### src/rtl/vga_pkg.sv
// Shared constants for the VGA timing generator: register address map,
// default timing values and the colour field layout of the pixel word.
package vga_pkg;

    localparam int ADDR_H_LEFT     = 0;
    localparam int ADDR_V_LEFT     = 1;
    localparam int ADDR_H_RIGHT    = 2;
    localparam int ADDR_V_RIGHT    = 3;
    localparam int ADDR_H_SYNC     = 4;
    localparam int ADDR_V_SYNC     = 5;
    localparam int ADDR_H_MAX      = 6;
    localparam int ADDR_V_MAX      = 7;
    localparam int ADDR_PATTERN    = 8;
    localparam int NUM_TIMING_REGS = 8;

    localparam int DEF_CONFIG_WIDTH = 12;
    localparam int DEF_DATA_WIDTH   = 12;
    localparam int DEF_COLOR_WIDTH  = 4;

    localparam int DEF_H_LEFT  = 1;
    localparam int DEF_V_LEFT  = 2;
    localparam int DEF_H_RIGHT = 7;
    localparam int DEF_V_RIGHT = 8;
    localparam int DEF_H_SYNC  = 1;
    localparam int DEF_V_SYNC  = 0;
    localparam int DEF_H_MAX   = 10;
    localparam int DEF_V_MAX   = 12;

    // Pixel word is {R,G,B}; the enum value is the field's position from the LSB.
    typedef enum int {
        FIELD_BLUE  = 0,
        FIELD_GREEN = 1,
        FIELD_RED   = 2
    } color_field_e;

    function automatic int field_lsb(input color_field_e field, input int color_width);
        return int'(field) * color_width;
    endfunction

endpackage

### src/rtl/vga_timing_gen.sv
// H/V counters, shadowed timing registers and sync/visible decode.
// With VGA_TEST_PATTERN_EN defined it also exports the colour-bar index.
module vga_timing_gen
    import vga_pkg::*;
#(
    parameter int CONFIG_WIDTH      = DEF_CONFIG_WIDTH,
    parameter int H_LEFT_MARGIN_RD  = DEF_H_LEFT,
    parameter int V_LEFT_MARGIN_RD  = DEF_V_LEFT,
    parameter int H_RIGHT_MARGIN_RD = DEF_H_RIGHT,
    parameter int V_RIGHT_MARGIN_RD = DEF_V_RIGHT,
    parameter int H_SYNC_PULSE_RD   = DEF_H_SYNC,
    parameter int V_SYNC_PULSE_RD   = DEF_V_SYNC,
    parameter int H_COUNT_MAX_RD    = DEF_H_MAX,
    parameter int V_COUNT_MAX_RD    = DEF_V_MAX
) (
    input  logic                    clk,
    input  logic                    rst,
    input  logic                    wr_en,
    input  logic [CONFIG_WIDTH-1:0] wr_addr,
    input  logic [CONFIG_WIDTH-1:0] wr_data,
    output logic                    hs_act,
    output logic                    vs_act,
    output logic                    vis
`ifdef VGA_TEST_PATTERN_EN
    ,
    output logic [2:0]              bar_idx
`endif
);

    logic [CONFIG_WIDTH-1:0]    shadow_reg [NUM_TIMING_REGS];
    logic [CONFIG_WIDTH-1:0]    active_reg [NUM_TIMING_REGS];
    logic [NUM_TIMING_REGS-1:0] wr_hit;
    logic [CONFIG_WIDTH-1:0]    h_cnt_reg, h_cnt_next;
    logic [CONFIG_WIDTH-1:0]    v_cnt_reg, v_cnt_next;
    logic                       h_wrap, v_wrap, frame_wrap;

    function automatic logic [CONFIG_WIDTH-1:0] reset_value(input int idx);
        case (idx)
            ADDR_H_LEFT:  return CONFIG_WIDTH'(H_LEFT_MARGIN_RD);
            ADDR_V_LEFT:  return CONFIG_WIDTH'(V_LEFT_MARGIN_RD);
            ADDR_H_RIGHT: return CONFIG_WIDTH'(H_RIGHT_MARGIN_RD);
            ADDR_V_RIGHT: return CONFIG_WIDTH'(V_RIGHT_MARGIN_RD);
            ADDR_H_SYNC:  return CONFIG_WIDTH'(H_SYNC_PULSE_RD);
            ADDR_V_SYNC:  return CONFIG_WIDTH'(V_SYNC_PULSE_RD);
            ADDR_H_MAX:   return CONFIG_WIDTH'(H_COUNT_MAX_RD);
            default:      return CONFIG_WIDTH'(V_COUNT_MAX_RD);
        endcase
    endfunction

    genvar gi;
    generate
        for (gi = 0; gi < NUM_TIMING_REGS; gi++) begin : g_wr_hit
            assign wr_hit[gi] = wr_en && (wr_addr == CONFIG_WIDTH'(gi));
        end
    endgenerate

    // Shadow takes writes at any time; active only reloads at the frame wrap,
    // so a write landing on the wrap cycle waits for the following frame.
    always_ff @(posedge clk) begin
        if (rst) begin
            for (int i = 0; i < NUM_TIMING_REGS; i++) begin
                shadow_reg[i] <= reset_value(i);
                active_reg[i] <= reset_value(i);
            end
        end else begin
            for (int i = 0; i < NUM_TIMING_REGS; i++) begin
                if (wr_hit[i]) shadow_reg[i] <= wr_data;
                if (frame_wrap) active_reg[i] <= shadow_reg[i];
            end
        end
    end

    // ">=" lets a counter left beyond a shortened maximum wrap on the next cycle.
    always_comb begin
        h_wrap     = h_cnt_reg >= active_reg[ADDR_H_MAX];
        v_wrap     = v_cnt_reg >= active_reg[ADDR_V_MAX];
        frame_wrap = h_wrap && v_wrap;
        h_cnt_next = h_wrap ? '0 : h_cnt_reg + CONFIG_WIDTH'(1);
        v_cnt_next = v_cnt_reg;
        if (h_wrap) begin
            v_cnt_next = v_wrap ? '0 : v_cnt_reg + CONFIG_WIDTH'(1);
        end
    end

    always_ff @(posedge clk) begin
        if (rst) begin
            h_cnt_reg <= '0;
            v_cnt_reg <= '0;
        end else begin
            h_cnt_reg <= h_cnt_next;
            v_cnt_reg <= v_cnt_next;
        end
    end

    assign hs_act = h_cnt_reg < active_reg[ADDR_H_SYNC];
    assign vs_act = v_cnt_reg < active_reg[ADDR_V_SYNC];
    assign vis    = (h_cnt_reg >= active_reg[ADDR_H_LEFT]) && (h_cnt_reg < active_reg[ADDR_H_RIGHT])
                 && (v_cnt_reg >= active_reg[ADDR_V_LEFT]) && (v_cnt_reg < active_reg[ADDR_V_RIGHT]);

`ifdef VGA_TEST_PATTERN_EN
    // Only the low three bits of (h_cnt - H_LEFT) pick the bar.
    assign bar_idx = h_cnt_reg[2:0] - active_reg[ADDR_H_LEFT][2:0];
`endif

endmodule

### src/rtl/vga_ctrl.sv
// VGA timing controller top: config write port and registered sync/RGB outputs.
// Optional colour-bar test pattern at address 8 when VGA_TEST_PATTERN_EN is defined.
module vga_ctrl
    import vga_pkg::*;
#(
    parameter int CONFIG_WIDTH      = DEF_CONFIG_WIDTH,
    parameter int DATA_WIDTH        = DEF_DATA_WIDTH,
    parameter int COLOR_WIDTH       = DEF_COLOR_WIDTH,
    parameter int H_LEFT_MARGIN_RD  = DEF_H_LEFT,
    parameter int V_LEFT_MARGIN_RD  = DEF_V_LEFT,
    parameter int H_RIGHT_MARGIN_RD = DEF_H_RIGHT,
    parameter int V_RIGHT_MARGIN_RD = DEF_V_RIGHT,
    parameter int H_SYNC_PULSE_RD   = DEF_H_SYNC,
    parameter int V_SYNC_PULSE_RD   = DEF_V_SYNC,
    parameter int H_COUNT_MAX_RD    = DEF_H_MAX,
    parameter int V_COUNT_MAX_RD    = DEF_V_MAX
) (
    input  logic                    clk,
    input  logic                    rst,
    input  logic                    c_valid,
    input  logic [CONFIG_WIDTH-1:0] c_addr,
    input  logic [CONFIG_WIDTH-1:0] c_data,
    input  logic [DATA_WIDTH-1:0]   data_in,
    output logic                    c_ready,
    output logic                    HSync,
    output logic                    VSync,
    output logic [COLOR_WIDTH-1:0]  RED,
    output logic [COLOR_WIDTH-1:0]  GREEN,
    output logic [COLOR_WIDTH-1:0]  BLUE
);

    localparam int RED_LSB   = field_lsb(FIELD_RED, COLOR_WIDTH);
    localparam int GREEN_LSB = field_lsb(FIELD_GREEN, COLOR_WIDTH);
    localparam int BLUE_LSB  = field_lsb(FIELD_BLUE, COLOR_WIDTH);

    logic                  c_ready_reg;
    logic                  hsync_reg, vsync_reg;
    logic [DATA_WIDTH-1:0] rgb_reg;
    logic [DATA_WIDTH-1:0] pixel;
    logic                  wr_en;
    logic                  hs_act, vs_act, vis;

    assign wr_en = c_valid && c_ready_reg;

`ifdef VGA_TEST_PATTERN_EN
    logic [2:0] bar_idx;
    logic       pattern_reg;

    // Pattern enable is deliberately unshadowed: it switches on the next cycle.
    always_ff @(posedge clk) begin
        if (rst) begin
            pattern_reg <= 1'b0;
        end else if (wr_en && (c_addr == CONFIG_WIDTH'(ADDR_PATTERN))) begin
            pattern_reg <= c_data[0];
        end
    end

    assign pixel = pattern_reg ? {{COLOR_WIDTH{bar_idx[2]}},
                                  {COLOR_WIDTH{bar_idx[1]}},
                                  {COLOR_WIDTH{bar_idx[0]}}}
                               : data_in;
`else
    assign pixel = data_in;
`endif

    vga_timing_gen #(
        .CONFIG_WIDTH      (CONFIG_WIDTH),
        .H_LEFT_MARGIN_RD  (H_LEFT_MARGIN_RD),
        .V_LEFT_MARGIN_RD  (V_LEFT_MARGIN_RD),
        .H_RIGHT_MARGIN_RD (H_RIGHT_MARGIN_RD),
        .V_RIGHT_MARGIN_RD (V_RIGHT_MARGIN_RD),
        .H_SYNC_PULSE_RD   (H_SYNC_PULSE_RD),
        .V_SYNC_PULSE_RD   (V_SYNC_PULSE_RD),
        .H_COUNT_MAX_RD    (H_COUNT_MAX_RD),
        .V_COUNT_MAX_RD    (V_COUNT_MAX_RD)
    ) u_timing (
        .clk     (clk),
        .rst     (rst),
        .wr_en   (wr_en),
        .wr_addr (c_addr),
        .wr_data (c_data),
        .hs_act  (hs_act),
        .vs_act  (vs_act),
        .vis     (vis)
`ifdef VGA_TEST_PATTERN_EN
        ,
        .bar_idx (bar_idx)
`endif
    );

    always_ff @(posedge clk) begin
        if (rst) begin
            c_ready_reg <= 1'b0;
            hsync_reg   <= 1'b1;
            vsync_reg   <= 1'b1;
            rgb_reg     <= '0;
        end else begin
            c_ready_reg <= 1'b1;
            hsync_reg   <= ~hs_act;
            vsync_reg   <= ~vs_act;
            rgb_reg     <= vis ? pixel : '0;
        end
    end

    assign c_ready = c_ready_reg;
    assign HSync   = hsync_reg;
    assign VSync   = vsync_reg;
    assign RED     = rgb_reg[RED_LSB   +: COLOR_WIDTH];
    assign GREEN   = rgb_reg[GREEN_LSB +: COLOR_WIDTH];
    assign BLUE    = rgb_reg[BLUE_LSB  +: COLOR_WIDTH];

endmodule

### config.mk
export PLATFORM = sky130hd
export DESIGN_NAME = vga_ctrl
export DESIGN_NICKNAME = d
export VERILOG_FILES = /design/src/rtl/vga_pkg.sv /design/src/rtl/vga_timing_gen.sv /design/src/rtl/vga_ctrl.sv
export SDC_FILE = /design/constraint.sdc
export NUM_CORES = 1
export LEC_CHECK = 0
export CAP_MARGIN = 20
export CORE_UTILIZATION = 60
export CTS_CLUSTER_DIAMETER = 200
export DETAILED_ROUTE_END_ITERATION = 10
export PLACE_DENSITY = 0.8
export SLEW_MARGIN = 20
export SYNTH_ARGS = -nofsm -noshare
export SYNTH_HDL_FRONTEND = slang
export SYNTH_SLANG_ARGS = --single-unit
### constraint.sdc
create_clock -name clk -period 5.8 [get_ports clk]
set_clock_uncertainty 0.1 [all_clocks]
set_input_delay 0.87 -clock clk [delete_from_list [all_inputs] [get_ports clk]]
set_output_delay 0.87 -clock clk [all_outputs]
set_load 0.01 [all_outputs]
# Yosys cells after proc, flatten, opt, wreduce, memory -nomap -nowiden
# Memory sizes are Yosys's and may differ from the RTL's.
# Index checks and enable logic that the tools add are counted.
dict set report op_classes {
  n_eq_ne 7
  add_sub_neg 2
  order_cmp 8
  n_mux 54
  reduce_logical 16
  bitwise_logic 19
}
# operator count
set ops {}
lappend ops {{12-bit two-way mux} 24}
lappend ops {{12-bit by 3-bit equality test with 1-bit output, second input constant} 4}
lappend ops {{12-bit >= comparator} 4}
lappend ops {{12-bit < comparator} 4}
lappend ops {{1-bit two-way mux} 30}
lappend ops {{12-bit by 1-bit adder with 12-bit output, second input constant} 2}
lappend ops {{12-bit by 2-bit equality test with 1-bit output, second input constant} 2}
lappend ops {{1-bit OR} 16}
lappend ops {{1-bit logical AND} 13}
lappend ops {{12-bit by 1-bit equality test with 1-bit output, second input constant} 1}
lappend ops {{12-bit logical NOT} 1}
lappend ops {{2-bit OR reduction} 2}
lappend ops {{1-bit inverter} 3}
dict set report word_totals {
  ramBits 192
  input_bits 39
  n_memories 2
  reg_bits 39
  output_inout_bits 15
  wordCells 114
}
# name depth word_bits read_ports rd_clocked_by_memory_dff write_ports line_no
set mem_list {}
lappend mem_list {u_timing.active_reg 8 12 8 0 8 vga_timing_gen.sv:31} ;# logic [CONFIG_WIDTH-1:0] active_reg [NUM_TIMING_REGS];
lappend mem_list {u_timing.shadow_reg 8 12 8 0 8 vga_timing_gen.sv:30} ;# logic [CONFIG_WIDTH-1:0] shadow_reg [NUM_TIMING_REGS];

# Depth between registers and ports, before layout
# Gate-level depths: netlist (run 1).
dict set report depth {
  ltp_word 6
  ltp_mapped 10
  mapped_depth_nobuf 8
}

# Hierarchy
# From an unflattened synthesis (run 1), not the netlist that was laid out.
dict set report unflattened {
  hier_cells 883
  hier_area_um2 10933.0
}
# mod seq_area_each_um2 area_each_um2 cells_per_inst n_inst
set modules_own_cells {}
lappend modules_own_cells {vga_timing_gen 6246.0 10485.1 850 1}
lappend modules_own_cells {vga_ctrl 300.3 447.9 33 1}

# Least setup slack after synthesis (run 1)
# Ideal clock, no wire load.
dict set report synth_path {
  path_type {reg-to-reg}
  startpoint {register u_timing.h_cnt_reg[0]}
  endpoint {memory u_timing.active_reg[0][0] in the netlist's numbering, enable pin}
  setup_ns 0.484
  t_arrival_ns 4.214
  path_stages_with_launch 9
  n_path_buf 1
  synth_period_minus_slack_ns 4.799
  required_time_ns 5.216
  setup_slack_ns 1.001
  cell_sequence {dfxtp_1 > inv_1 > ha_1 > nand2b_1 > a2111oi_0 > o31a_1 > a21bo_2 > buf_6 > o21ai_2}
}
# item line_no
set synth_lines {}
lappend synth_lines {{from (decl)} vga_timing_gen.sv:33} ;# logic [CONFIG_WIDTH-1:0] h_cnt_reg, h_cnt_next;
lappend synth_lines {{from (signal assigned)} vga_timing_gen.sv:90} ;# h_cnt_reg <= h_cnt_next;
lappend synth_lines {{to (decl)} vga_timing_gen.sv:31}

==> results.txt, run 1 <==
Unrepaired setup endpoints after global routing - no
Final min period - 3280 ps
Leak Pwr - 0.00510 uW
Number of post-CTS setup repair buffers - 0
Layout cells sized above 1 - 6.09%
Max clock buf depth - 3
Yosys cell types - 50
Post-Route WL - 22.2 mm
DP Worst Slack - 2130 ps
First-pass GRT wire length - 34.4 mm
Async SR Flop Fraction - 0%
Hold WS - 405 ps
Core area - 17400 um^2
Top sig layer - met4
Worst-Skew Late Latency - 520 ps
Status - finished, final reports clean
Synth top area cells - edfxtp_1, ha_1, dfxtp_1, inv_1, nor2_1
GRT Total Usage - 25.1%
Kind of critical path - flip-flop to flip-flop
Worst slew pin tran - 871 ps
Crit path capture - u_timing.active_reg[0][55]
Tcrit/Tclk final - 56.6%
Total die area - 18400 um^2
CTS Sinks - 231
Largest net degree at the start of global routing - 73
Post-synth top area share - 53.8%
Die Span Y - 136 um
Layout Nets - 1101
Gpl congestion - 0.809
Slew margin rel. - 40.5%
DR WL/cell - 18.4 um
CP max stage cell - dfxtp_1
FMAX - 0.304 GHz
Fin worst setup slack - 2520 ps
Worst reg2reg path endpoint - u_timing.active_reg[0][55]
Setup TNS - 0 ps
Avg Cell Area, Syn - 11.8 um^2
Met1 Routed Length - 9.39 mm
Storage cell area - 6550 um^2
Launch point of the worst reg-to-reg path - u_timing.h_cnt_reg[0]
Multi-input gate area - 3640 um^2
Yosys reg bits - 231
Final hold viol count - 0
Met3 WL post-DR - 1.55 mm
Stages on the worst setup path - 9
Cell area after synthesis - 10700 um^2
Initial antenna violation count - 0
Post-synth EDFFs - 192
Overflow after GRT - 0
Worst Path Max Fanout - 72
Most frequent cells in the layout - edfxtp_1, inv_1, nor2_1, ha_1, and2_1
CTS tree - built
I/O Buffers - 53
Sequential share of the synthesized area - 61.0%
Initial core utilization - 61.8%
Starting DRC count in detailed routing - 535
Maximum vdd ir drop - 0.000272 V
Worst EP arrival - 3440 ps
CTS resizes - 0
Hpwl dp - 15.2 mm
Pre-antenna DRT Iters - 5
CTS Root Cell - clkbuf_16
Worst path top cell family by delay - compound AO/OA/AOI/OAI gates
Routed met2 length - 10.7 mm
Critical-path cell list - inv_1 > ha_1 > nand2b_1 > a2111oi_0 > o31a_1 > a21bo_2 > nor3_4 > buf_4 > and2_1
Ports - 54
Fin cells - 1210
Hold crit path type - flip-flop to flip-flop
TritonCTS Buffers - 23
Ant. Diodes - 0
Routed vias - 6708
# Max-Cap Violations - 0
Worst Path Required - 5960 ps
Max Slew Vio Count - 0
Worst setup EP type - flip-flop
Power per cell area - 292 nW/um^2
Worst-path clk slew - 60 ps
Drt drc - 0
Critical path launch point - u_timing.h_cnt_reg[0]
Antenna Violating Nets Remaining - 0
Post-CTS Hold Buffers - 0
Area growth syn-to-layout - 14.3%
Row count - 48
Worst path bufs/invs - 2
Largest area contributor in the netlist - edfxtp_1
Die W - 136 um
Routed vias/inst - 5.54
Max incr delay on CP - 510 ps
Yosys warns - 0
Reg2reg setup slack - 2520 ps
Main synth FF type - edfxtp_1
Fillers - 1144
Most common cell after layout, fill and taps aside - edfxtp_1
Vias in the first global route - 6508
Post-Synthesis Cells - 906
Final setup fails - 0
Syn Nets - 1039
Worst setup SP type - flip-flop
Dpl cells - 1168
R2r worst-path depth - 9
CTS H-tree lvls - 1
## cells by family (layout without fill, tap and decap cells)
| family | count (synthesis) | after routing | synth area share, % |
|---|---|---|---|
| xor+xnor | 14 | 14 | 1.14 |
| compound gates | 93 | 93 | 5.77 |
| simple gates | 333 | 333 | 16.0 |
| fa+ha+maj | 94 | 94 | 11.0 |
| buf+inv | 141 | 220 | 5.11 |
| flops | 231 | 231 | 61.0 |
## metrics by stage
step | total power (uW) | utilization (%) | area [um^2]
floorplan | 2010 | - | 10700
global route | 3680 | 70.7 | 12300
detailed placement | 2100 | 66.2 | 11500
global placement | 2090 | 66.2 | 11500
finish | 3580 | 70.7 | 12300
CTS | 3590 | 70.7 | 12300
## where the power goes
part	switching, uW	leakage, uW	internal [uW]
Sequential	28.1	0.00226	1850
Combinational	108	0.00247	75.0
Clock	623	0.000367	891
Total	759	0.00510	2820
## per-layer routing
metal  track usage, %  vias to the layer above
met2             41.1                      252
met3             3.82                       45
met4             8.68                        0
met5                0                        -
met1             34.3                     3162
li1                 -                     3249
## final cells by class
type	instances	area share (%)
Clock buffer	29	5.04
Tap cell	225	2.30
Inverter	119	3.64
Timing Repair Buffer	59	4.69
Clock inverter	13	1.23
Multi-Input combinational cell	534	29.7
Sequential cell	231	53.4
## how the worst min path moves through the flow
stage                                          start                          to  slack, ps  depth (start not counted)
after global placement    u_timing.shadow_reg[0][24]  u_timing.active_reg[0][24]        390                          1
final                     u_timing.shadow_reg[0][87]  u_timing.active_reg[0][87]        410                          1
after global routing      u_timing.shadow_reg[0][26]  u_timing.active_reg[0][26]        430                          1
after CTS                 u_timing.shadow_reg[0][87]  u_timing.active_reg[0][87]        410                          1
after floorplan                u_timing.h_cnt_reg[0]       u_timing.h_cnt_reg[0]        350                          1
after detailed placement  u_timing.shadow_reg[0][87]  u_timing.active_reg[0][87]        390                          1
## cell usage after synthesis, drive strengths merged (3+ instances only)
| library cell | count |
|---|---|
| or2 | 11 |
| inv | 119 |
| nor4 | 5 |
| nand2b | 14 |
| ha | 94 |
| o21ai | 15 |
| a31oi | 5 |
| a21boi | 3 |
| and2 | 65 |
| or4 | 4 |
| buf | 4 |
| a21oi | 23 |
| or3 | 5 |
| nand3 | 21 |
| a2111oi | 4 |
| a21o | 21 |
| nor2 | 110 |
| and3 | 4 |
| dfxtp | 39 |
| clkbuf | 18 |
| nor3 | 9 |
| a211oi | 6 |
| nor2b | 20 |
| nand2 | 43 |
| o211ai | 5 |
| nand4 | 15 |
| xnor2 | 12 |
| edfxtp | 192 |
Note: power is estimated with default switching activity, not from simulation.
==> run 2: changes to the inputs <==
Settings changed: CORE_UTILIZATION 60 to 54, PLACE_DENSITY 0.8 to 0.76.
Clock period 5.8 ns to 2.7 ns, I/O delays scaled along.
==> results.txt, run 2 (synthesis gave the netlist of run 1 again) <==
Initial antenna violation count - 0
GRT Total Usage - 23.6%
Most frequent cells in the layout - edfxtp_1, inv_1, nor2_1, ha_1, and2_1
Sequential share of power - 52.0%
Switching Fraction - 21.6%
Kind of critical path - flip-flop to flip-flop
Status - finished, final reports clean
Ant. Diodes - 0
Layout cells sized above 1 - 11.8%
FMAX - 0.384 GHz
Final hold viol count - 0
Layout Nets - 1152
Fin worst setup slack - 98.0 ps
Maximum vdd ir drop - 0.000400 V
DP Worst Slack - -31.2 ps
CTS H-tree lvls - 1
Worst Path Required - 2790 ps
Comb power frac - 6.2%
Worst setup SP type - flip-flop
CTS Sinks - 231
Unrepaired setup endpoints after global routing - no
Power per cell area - 602 nW/um^2
Most common cell after layout, fill and taps aside - edfxtp_1
Clock power share - 41.8%
Design Power - 7740 uW
Die W - 143 um
Worst-Skew Late Latency - 520 ps
Max clock buf depth - 3
Worst slew pin tran - 584 ps
I/O Buffers - 53
Reg2reg setup slack - 100 ps
Overflow after GRT - 0
Initial core utilization - 55.1%
Final min period - 2600 ps
P_int - 6070 uW
Largest net degree at the start of global routing - 73
Pre-antenna DRT Iters - 5
Vias in the first global route - 6689
Worst-path clk slew - 60 ps
Hold crit path type - primary input to flip-flop
Slew margin rel. - 61.0%
Leak Pwr - 0.00542 uW
TritonCTS Buffers - 24
Max Slew Vio Count - 0
Setup TNS - 0 ps
Starting DRC count in detailed routing - 571
Worst EP arrival - 2690 ps
CTS Root Cell - clkbuf_16
CTS tree - built
Net load switching power - 1670 uW
First-pass GRT wire length - 35.9 mm
Post-Route WL - 23.0 mm
Tcrit/Tclk final - 96.4%
Total die area - 20400 um^2
Drt drc - 0
Worst setup EP type - flip-flop
DR WL/cell - 17.7 um
Ports - 54
Die Span Y - 143 um
Final setup fails - 0
Gpl congestion - 0.814
Core area - 19500 um^2
Hpwl dp - 16.2 mm
Post-CTS Hold Buffers - 0
Routed vias/inst - 5.30
Antenna Violating Nets Remaining - 0
Area growth syn-to-layout - 19.9%
Fillers - 1421
Routed vias - 6900
Row count - 51
Worst Path Max Fanout - 47
# Max-Cap Violations - 0
run 2: cell types whose count changed in the layout (fill, tap and decap cells not counted), moves of 3 or more:
cell,change
clkinv_1,-3
buf_4,+40
clkinv_2,+5
buf_12,+10
run 2: routing by layer:
layer	GRT usage [%]	vias up	routed length [um]
li1	-	3348	-
met1	32.3	3277	10100
met2	38.9	228	10900
met3	3.22	47	1460
met4	7.92	0	556
met5	0	-	0
run 2: layout make-up:
| class | instances | area, um^2 | share of cell area [%] |
|---|---|---|---|
| Sequential cell | 231 | 6550 | 50.9 |
| Multi-Input combinational cell | 534 | 3680 | 28.6 |
| Timing Repair Buffer | 109 | 1080 | 8.37 |
| Clock buffer | 32 | 682 | 5.30 |
| Inverter | 119 | 447 | 3.47 |
| Tap cell | 265 | 332 | 2.58 |
| Clock inverter | 12 | 98.8 | 0.769 |
run 2: power by group through the flow:
stage / combinational (uW) / clock (uW) / sequential, uW
after floorplan: 234 / 0 / 4090
after global placement: 454 / 0 / 4090
after detailed placement: 470 / 0 / 4100
after CTS: 478 / 3260 / 4020
after global routing: 530 / 3420 / 4030
final: 482 / 3240 / 4020
run 2: worst max-delay path, stage by stage, from the launching register on:
cell and delay, ps:
dfxtp_1 340, inv_1 100, ha_1 290, or3b_1 110, o211ai_1 150, a2111oi_4 400, nor4_4 50, buf_4 170
o21ai_4 240, buf_12 290
run 2: final timing paths:
path	from	to	cells after the start
setup / recovery	u_timing.v_cnt_reg[0]	u_timing.active_reg[0][11]	9
hold / removal	data_in[1]	rgb_reg[1]	3
setup reg to reg	u_timing.v_cnt_reg[0]	u_timing.active_reg[0][11]	9
hold reg to reg	u_timing.shadow_reg[0][13]	u_timing.active_reg[0][13]	1
run 2: metrics by stage:
stage / instance area [um^2] / instances / hold WS, ps / utilization [%]
4_1_cts: 12800 / 1301 / 310 / 65.9
2_1_floorplan: 10700 / 906 / 344 / -
5_1_grt: 12900 / 1302 / 322 / 66.1
6_report: 12900 / 1302 / 319 / 66.1
3_5_place_dp: 12000 / 1257 / 394 / 61.9
3_3_place_gp: 12000 / 1257 / 385 / 61.9
run 2: timing repair:
item | in CTS | in global routing
endpoints found under the setup margin | 1 | 78
pin swaps | 0 | 1
setup buffers | 0 | 1
resized for setup | 1 | 5
==> run 3: changes to the inputs <==
Settings changed: CORE_UTILIZATION 54 to 55, PLACE_DENSITY 0.76 to 0.77, SLEW_MARGIN 20 to not set, SYNTH_HIERARCHICAL set to 1.
==> results.txt, run 3 <==
CP max stage cell - dfxtp_1
Launch point of the worst reg-to-reg path - u_timing/v_cnt_reg[4]
Cell with the most instances after synthesis - edfxtp_1
Core area - 19500 um^2
Pre-antenna DRT Iters - 5
Synth top area cells - edfxtp_1, ha_1, dfxtp_1, and2_4, inv_1
Worst setup EP type - flip-flop
Cell area after synthesis - 10900 um^2
GRT Total Usage - 23.1%
Gpl congestion - 0.844
Met1 usage - 30.5%
Die W - 143 um
Ports - 54
Stages on the worst setup path - 9
Dpl cells - 1231
Power per cell area - 590 nW/um^2
Switching Fraction - 21.3%
Routed vias/inst - 5.29
FMAX - 0.393 GHz
Hpwl dp - 16.2 mm
Yosys reg bits - 231
Max Slew Vio Count - 0
Antenna Violating Nets Remaining - 0
Final hold viol count - 0
Avg Cell Area, Syn - 12.4 um^2
HP Start - rst
Comb power frac - 5.9%
Critical-path cell list - ha_1 > a21o_1 > a21oi_1 > o21ai_1 > a2111oi_4 > buf_4 > nor3_4 > buf_4 > and2_4
Most common cell after layout, fill and taps aside - edfxtp_1
Design Power - 7610 uW
Gr busiest metal - met2
CTS resizes - 0
I/O Buffers - 53
Maximum vdd ir drop - 0.000452 V
Layout cells sized above 1 - 18.1%
Kind of critical path - flip-flop to flip-flop
Post-Synthesis Cells - 883
Vias in the first global route - 6563
Largest area contributor in the netlist - edfxtp_1
Sequential share of power - 52.9%
Sequential share of the synthesized area - 59.9%
CTS H-tree lvls - 1
CTS Sinks - 231
Worst EP arrival - 2720 ps
Final setup fails - 0
Post-synth top area share - 52.7%
GRT met3 Usage - 4.26%
Critical path launch point - u_timing/v_cnt_reg[4]
Area growth syn-to-layout - 18.0%
Status - finished, final reports clean
Drt drc - 0
Initial antenna violation count - 0
Yosys cell types - 58
CTS Root Cell - clkbuf_16
Reg2reg setup slack - 160 ps
Hold crit path type - primary input to flip-flop
Post-CTS Hold Buffers - 0
Worst-path clk slew - 60 ps
Final min period - 2540 ps
R2r worst-path depth - 9
Leak Pwr - 0.00550 uW
Met2 Use GR - 39.0%
Worst setup SP type - flip-flop
Fin cells - 1275
Worst-Skew Late Latency - 520 ps
Max incr delay on CP - 480 ps
Worst path top cell family by delay - compound AO/OA/AOI/OAI gates
TritonCTS Buffers - 24
Async SR Flop Fraction - 0%
Synth cell count leaders - edfxtp_1, inv_1, nor2_1, ha_1, and2_4
Post-Route WL - 22.5 mm
Worst Path Required - 2870 ps
Crit path top cell by count - buf_4
DR WL/cell - 17.7 um
Overflow after GRT - 0
Routed vias - 6741
Initial core utilization - 56.2%
Post-synth EDFFs - 192
Number of post-CTS setup repair buffers - 0
Worst path bufs/invs - 2
First-pass GRT wire length - 34.8 mm
# Max-Cap Violations - 0
Fillers - 1386
Tcrit/Tclk final - 94.2%
Worst reg2reg path endpoint - u_timing/active_reg[1][18]
Crit path capture - u_timing/active_reg[1][18]
Main synth FF type - edfxtp_1
Die Span Y - 143 um
Total die area - 20400 um^2
Row count - 51
Slew margin rel. - 59.3%
Clock power share - 41.2%
Ant. Diodes - 0
Yosys warns - 6
Largest net degree at the start of global routing - 43
P_int - 5990 uW
Net load switching power - 1620 uW
Syn Nets - 1016
Layout Nets - 1125
CTS tree - built
Max clock buf depth - 3
Unrepaired setup endpoints after global routing - no
Starting DRC count in detailed routing - 442
Most frequent cells in the layout - edfxtp_1, inv_1, nor2_1, ha_1, and2_4
Worst Path Max Fanout - 16
Worst slew pin tran - 609 ps
## run 3: how the worst min path moves through the flow
stage / depth (start not counted) / to
floorplan: 1 / u_timing/h_cnt_reg[0]
global placement: 1 / u_timing/h_cnt_reg[0]
detailed placement: 1 / u_timing/h_cnt_reg[0]
CTS: 3 / c_ready
global route: 3 / c_ready
finish: 3 / c_ready
## run 3: layout make-up
| class | count | area [um^2] | area share, % |
|---|---|---|---|
| clock buffers | 30 | 654 | 5.07 |
| clock inverters | 14 | 101 | 0.786 |
| inverters | 110 | 413 | 3.20 |
| multi-input cells | 520 | 3850 | 29.9 |
| flip-flops and latches | 231 | 6550 | 50.8 |
| well taps | 265 | 332 | 2.57 |
| repair buffers | 105 | 991 | 7.68 |
## run 3: cell families (layout without fill, tap and decap cells)
group	Yosys count	in the layout	synth area share, %
AND/OR/NAND/NOR	314	314	16.9
flip-flops	231	231	59.9
buffers and inverters	132	259	5.13
AO/OA/AOI/OAI	97	97	6.13
adder cells (fa/ha/maj)	94	94	10.8
XOR/XNOR	15	15	1.20
## run 3: per-stage QoR
step                      worst slack (ps)  setup TNS [ps]  utilization (%)  instance area (um^2)  hold WS, ps
after floorplan                       -678          -69770                -                 11000          315
after global placement                95.4               0             62.4                 12100          334
after detailed placement              17.1               0             62.4                 12100          339
after CTS                             29.5               0             66.2                 12900          276
after global routing                  6.54               0             66.3                 12900          291
final                                  156               0             66.3                 12900          301
## run 3: power by group through the flow
| stage | combinational [uW] | clock [uW] | sequential, uW |
|---|---|---|---|
| 2_1_floorplan | 232 | 0 | 4100 |
| 3_3_place_gp | 432 | 0 | 4100 |
| 3_5_place_dp | 447 | 0 | 4100 |
| 4_1_cts | 450 | 3190 | 4030 |
| 5_1_grt | 494 | 3340 | 4040 |
| 6_report | 448 | 3140 | 4030 |
## run 3: layer usage
layer,wire [um],part of all wire [%],up-vias
li1,-,-,3283
met1,9800,44,3224
met2,10700,48,196
met3,1510,6.7,38
met4,499,2.2,0
met5,0,0,-
## run 3: worst register-to-register path, stage by stage, from the launching register on
cell       delay (ps)
dfxtp_1           480
ha_1              300
a21o_1            180
a21oi_1           130
o21ai_1           110
a2111oi_4         340
buf_4             190
nor3_4             90
buf_4             220
and2_4            170
